**config.mk**
```make
export PLATFORM = sky130hd
export DESIGN_NAME = icache_line_loader
export DESIGN_NICKNAME = d
export VERILOG_FILES = /design/src/rtl/icache_line_loader.sv
export SDC_FILE = /design/constraint.sdc
export NUM_CORES = 1
export LEC_CHECK = 0
export CORE_MARGIN = 1.5
export CORE_UTILIZATION = 48
export DETAILED_ROUTE_END_ITERATION = 16
export GPL_ROUTABILITY_DRIVEN = 0
export GPL_TIMING_DRIVEN = 0
export PLACE_DENSITY_LB_ADDON = 0.05
export SYNTH_ARGS = -nofsm -noshare
export SYNTH_HDL_FRONTEND = slang
export SYNTH_SLANG_ARGS = --single-unit
```
**constraint.sdc**
```tcl
create_clock -name clock_i -period 3 [get_ports clock_i]
set_input_delay 0.45 -clock clock_i [delete_from_list [all_inputs] [get_ports clock_i]]
set_output_delay 0.45 -clock clock_i [all_outputs]
set_load 0.02 [all_outputs]
```
**src/rtl/icache_line_loader.sv**
```systemverilog
// icache_line_loader: gathers DATA_W-bit beats into one LINE_W cacheline plus a
// line index, then offers the line to the i-cache fill port.
// Optional feature macro: LOADER_CHECKSUM_EN. When defined, an extra XOR checksum
// beat must follow the data beats before the line can be committed.
//
// Handshakes: a beat transfers on a rising edge where beatValid_i && beatReady_o;
// a line transfers on a rising edge where lineValid_o && lineReady_i. lineValid_o,
// lineAddr_o and lineData_o hold steady while lineValid_o is high and the i-cache
// has not yet accepted the line.
module icache_line_loader #(
  parameter int DATA_W = 8,
  parameter int LINE_W = 256,
  parameter int ADDR_W = 8
) (
  input  logic                               clock_i,
  input  logic                               reset_i,
  input  logic                               beatValid_i,
  output logic                               beatReady_o,
  input  logic [DATA_W-1:0]                  beatData_i,
  input  logic                               isAddress_i,
  input  logic                               commit_i,
  output logic                               lineValid_o,
  input  logic                               lineReady_i,
  output logic [ADDR_W-1:0]                  lineAddr_o,
  output logic [LINE_W-1:0]                  lineData_o,
  output logic [$clog2(LINE_W/DATA_W):0]     beatCount_o,
  output logic                               error_o
);

  localparam int BEATS = LINE_W / DATA_W;
  localparam int CNT_W = $clog2(BEATS) + 1;
  localparam logic [CNT_W-1:0] LAST_C = CNT_W'(BEATS - 1);

`ifdef LOADER_CHECKSUM_EN
  typedef enum logic [2:0] {
    S_IDLE  = 3'd0,
    S_LOAD  = 3'd1,
    S_CHECK = 3'd2,
    S_FULL  = 3'd3,
    S_PUSH  = 3'd4
  } state_t;
`else
  typedef enum logic [2:0] {
    S_IDLE  = 3'd0,
    S_LOAD  = 3'd1,
    S_FULL  = 3'd3,
    S_PUSH  = 3'd4
  } state_t;
`endif

  state_t              state_q, state_d;
  logic [ADDR_W-1:0]   addr_q, addr_d;
  logic [LINE_W-1:0]   data_q, data_d;
  logic [CNT_W-1:0]    count_q, count_d;
  logic                err_q, err_d;
  logic                beat_acc;
  int                  slot;

  // Beats are accepted in every state except while a full line is waiting.
  always_comb begin
    beatReady_o = 1'b0;
    case (state_q)
      S_IDLE, S_LOAD: beatReady_o = 1'b1;
`ifdef LOADER_CHECKSUM_EN
      S_CHECK:        beatReady_o = 1'b1;
`endif
      default:        beatReady_o = 1'b0;
    endcase
  end

  assign beat_acc = beatValid_i && beatReady_o;
  assign slot     = int'(count_q);

`ifdef LOADER_CHECKSUM_EN
  logic [DATA_W-1:0] csum_q, csum_d;

  // Running XOR of the data beats of the current line; cleared by an address beat.
  always_comb begin
    csum_d = csum_q;
    if (beat_acc) begin
      if (isAddress_i)             csum_d = '0;
      else if (state_q == S_LOAD)  csum_d = csum_q ^ beatData_i;
    end
  end
`endif

  // Next-state and datapath updates; an address beat in any accepting state starts a fresh line.
  always_comb begin
    state_d = state_q;
    addr_d  = addr_q;
    data_d  = data_q;
    count_d = count_q;
    err_d   = 1'b0;
    if (beat_acc && isAddress_i) begin
      state_d = S_LOAD;
      addr_d  = beatData_i[ADDR_W-1:0];
      data_d  = '0;
      count_d = '0;
    end else begin
      case (state_q)
        S_IDLE: begin
          // Data without a preceding address has nowhere to go.
          if (beat_acc) err_d = 1'b1;
        end
        S_LOAD: begin
          if (beat_acc) begin
            data_d[slot*DATA_W +: DATA_W] = beatData_i;
            count_d = count_q + CNT_W'(1);
            if (count_q == LAST_C) begin
`ifdef LOADER_CHECKSUM_EN
              state_d = S_CHECK;
              if (commit_i) begin
                // Commit arrived before the checksum beat.
                err_d   = 1'b1;
                state_d = S_IDLE;
                count_d = '0;
              end
`else
              state_d = commit_i ? S_PUSH : S_FULL;
`endif
            end else if (commit_i) begin
              err_d   = 1'b1;
              state_d = S_IDLE;
              count_d = '0;
            end
          end else if (commit_i) begin
            err_d   = 1'b1;
            state_d = S_IDLE;
            count_d = '0;
          end
        end
`ifdef LOADER_CHECKSUM_EN
        S_CHECK: begin
          if (beat_acc) begin
            if (beatData_i == csum_q) begin
              state_d = commit_i ? S_PUSH : S_FULL;
            end else begin
              err_d   = 1'b1;
              state_d = S_IDLE;
              count_d = '0;
            end
          end else if (commit_i) begin
            err_d   = 1'b1;
            state_d = S_IDLE;
            count_d = '0;
          end
        end
`endif
        S_FULL: begin
          if (commit_i) state_d = S_PUSH;
        end
        S_PUSH: begin
          if (lineReady_i) begin
            state_d = S_IDLE;
            count_d = '0;
          end
        end
        default: state_d = S_IDLE;
      endcase
    end
  end

  // State and datapath registers with synchronous active-low reset.
  always_ff @(posedge clock_i) begin
    if (!reset_i) begin
      state_q <= S_IDLE;
      addr_q  <= '0;
      data_q  <= '0;
      count_q <= '0;
      err_q   <= 1'b0;
`ifdef LOADER_CHECKSUM_EN
      csum_q  <= '0;
`endif
    end else begin
      state_q <= state_d;
      addr_q  <= addr_d;
      data_q  <= data_d;
      count_q <= count_d;
      err_q   <= err_d;
`ifdef LOADER_CHECKSUM_EN
      csum_q  <= csum_d;
`endif
    end
  end

  assign lineValid_o = (state_q == S_PUSH);
  assign lineAddr_o  = addr_q;
  assign lineData_o  = data_q;
  assign beatCount_o = count_q;
  assign error_o     = err_q;

endmodule

```
==> reports/results.txt <==
Crit-path leading delay family: buffers and inverters
Post-synth cell types: 71
Area of the mapped netlist: 10700 um^2
Setup TNS: -0.224 ns
Initial antenna violation count: 1
DRT Wirelength: 35800 um
Largest net degree at the start of global routing: 14
Wirelength per Cell: 19.6 um
Final Worst Setup Slack: -0.0311 ns
Synth-to-Final Area Change: 44.6%
Hold buffer count at cts: 0
Die X: 152 um
Ports: 287
Yosys warnings: 0
CTS Root Cell: clkbuf_16
Fin cells: 1826
Final ANT Viol Nets: 0
GR Overflow Total: 0
Port buffer count: 286
DP HPWL: 25100 um
Fraction of layout cells with a size suffix above 1: 11.4%
Clk pin slew, worst setup/hold paths: 0.06 ns
Fin nets: 1541
Startpoint Class: flop
Die height: 152 um
Vias in the first global route: 9451
Worst Clk Skew: 0.0110 ns
Net Count, Synth: 1189
Worst path arrival time: 3.45 ns
Slowest-stage cell, CP: a211oi_4
DRC viols: 0
First-pass GRT wire length: 54200 um
CP max stage delay: 0.49 ns
Worst path bufs/invs: 3
Slew HR: 30.3%
Core box area: 21800 um^2
CTS Buf Count: 28
Syn Area/Cell: 9.11 um^2
Req. time, crit path: 3.42 ns
Ys async rst share: 0%
HP Start: lineData_o[231]$_SDFFE_PP0P_
Initial core utilization: 48.9%
Utilization after layout: 70.7%
Failing checks: setup timing
RSZ-0062 raised after global routing: true
Latest clock arrival within the worst-skew pair: 0.54 ns
Worst Hold Class: reg -> reg
Placed Cells: 1738
Worst path cell trace: buf_4, clkinvlp_4, ha_1, buf_2, xnor2_4, nand2_1, a211oi_4, nand2_2, mux2i_1
Power after layout: 7480 uW
Pleak: 0.00581 uW
Worst setup path class: reg -> reg
CTS tree: done
Hold WS: 0.454 ns
Maximum vdd drop: 390 uV
DR vias/cell: 5.67
Die area: 23100 um^2
EDFF count, synth: 0
Ys flop type: dfxtp_1
Synthesis-stage register bit count: 274
Vias: 10300
Critical Path Fanout Max: 10
Pwr dens: 484 nW/um^2
H-tree Lvls: 1
RR Startpoint: beatCount_o[0]$_SDFFE_PP0P_
Commonest non-fill, non-tap cell in the layout: clkdlybuf4s50_1
DRT iter0 DRCs: 838
Hold Vio Cnt, Final: 0
DRT Pass-1 Iters: 5
R2r setup slk: -0.03 ns
Setup violators final: 8
Period Utilization, post-route: 101%
Highest-count cells in the layout ignoring fill and taps: clkdlybuf4s50_1 (286), dfxtp_1 (273), nand3_1 (188), nand2_1 (126), o21ai_0 (115)
Global Route Usage Sum: 29.2%
Endpoint class of the critical path: flop
CTS max path bufs: 3
# Max-Cap Violations: 0
Clock sinks: 274
CP startpoint: beatCount_o[0]$_SDFFE_PP0P_
Seq/Total Area, Yosys: 51.4%
Num rows: 54
Pin slew with the least headroom to its limit: 1.04 ns
Fmax: 0.330 GHz
Outcome: complete, but fails checks
Cells after synthesis: 1172
Min Clock Period, post-route: 3.03 ns
Slew Viols, Final: 0
==> where the power goes <==
part | internal, uW | switching, uW
Sequential | 3650 | 6.21
Combinational | 107 | 287
Clock | 2030 | 1390
Total | 5790 | 1690
==> cells by family after synthesis <==
family                   synth area share, %
adder cells (fa/ha/maj)                0.352
buffers and inverters                   3.75
AND/OR/NAND/NOR                         21.9
multiplexers                            9.20
flip-flops                              51.4
AO/OA/AOI/OAI                           12.8
XOR/XNOR                               0.574
==> tightest hold or removal path: cells and delay by family, from the launching register on <==
family | cells | cell delay (ns)
DFF | 1 | 0.31
AOI/OAI and AO/OA | 1 | 0.05
and+or+nand+nor | 1 | 0.05
==> area by class of cell <==
class	instances	area, um^2
clock inverter	3	43.8
sequential	274	5490
tap	280	350
clock buffer	48	867
inverter	5	22.5
buffer	85	410
antenna	1	2.50
fill	1739	6390
multi-input combinational	807	5080
timing repair buffer	323	3170
==> per-layer routing <==
metal  GRT usage (%)  up-vias  wire length [um]
met4            9.39        0              1110
met2            47.4      499             16700
met3            6.34       93              3150
li1                -     4841                 -
met1            38.9     4912             14800
met5               0        -                 0
==> synthesized netlist by cell type (4+ instances only) <==
master,n,area (um^2)
a21boi_0,9,67.6
a21oi_1,29,145
and2_1,4,25.0
and3_1,11,68.8
buf_1,8,30.0
buf_2,14,70.1
buf_4,7,52.6
clkbuf_1,55,206
dfxtp_1,274,5490
inv_1,5,18.8
mux2i_1,97,971
nand2_1,127,477
nand2b_1,8,50.1
nand3_1,189,946
nor2_1,88,330
nor3_1,10,50.1
nor4_1,7,43.8
o2111ai_1,5,43.8
o2111ai_2,6,90.1
o211ai_1,6,45.0
o211ai_2,4,50.1
o21ai_0,117,586
o21ai_1,16,80.1
o31ai_1,4,30.0
or3_1,4,25.0
xnor2_1,6,52.6
==> state kept, by name, summed over array words and instances (netlist names) <==
register and cells:
lineData_o 256, lineAddr_o 8, beatCount_o 6, state_q 3, error_o 1
==> per-stage QoR <==
stage,setup slack [ns],cell area [um^2]
after floorplan,0.263,10700
after global placement,-0.300,13900
after detailed placement,-0.382,13900
after CTS,-0.0449,15100
after global routing,-0.0859,15400
final,-0.0311,15400
==> timing repair <==
item,4_1_cts,5_1_grt
resized for setup,27,58
buffers inserted,15,22
endpoints found under the setup margin,193,252
pin swaps,5,9
==> path summary, 6_finish.rpt <==
kind / end / cells past startpoint
max: lineData_o[16]$_SDFFE_PP0P_ / 9
min: lineData_o[231]$_SDFFE_PP0P_ / 2
max reg2reg: lineData_o[16]$_SDFFE_PP0P_ / 9
min reg2reg: lineData_o[231]$_SDFFE_PP0P_ / 2
No activity file was read; power rests on OpenSTA's default activity.
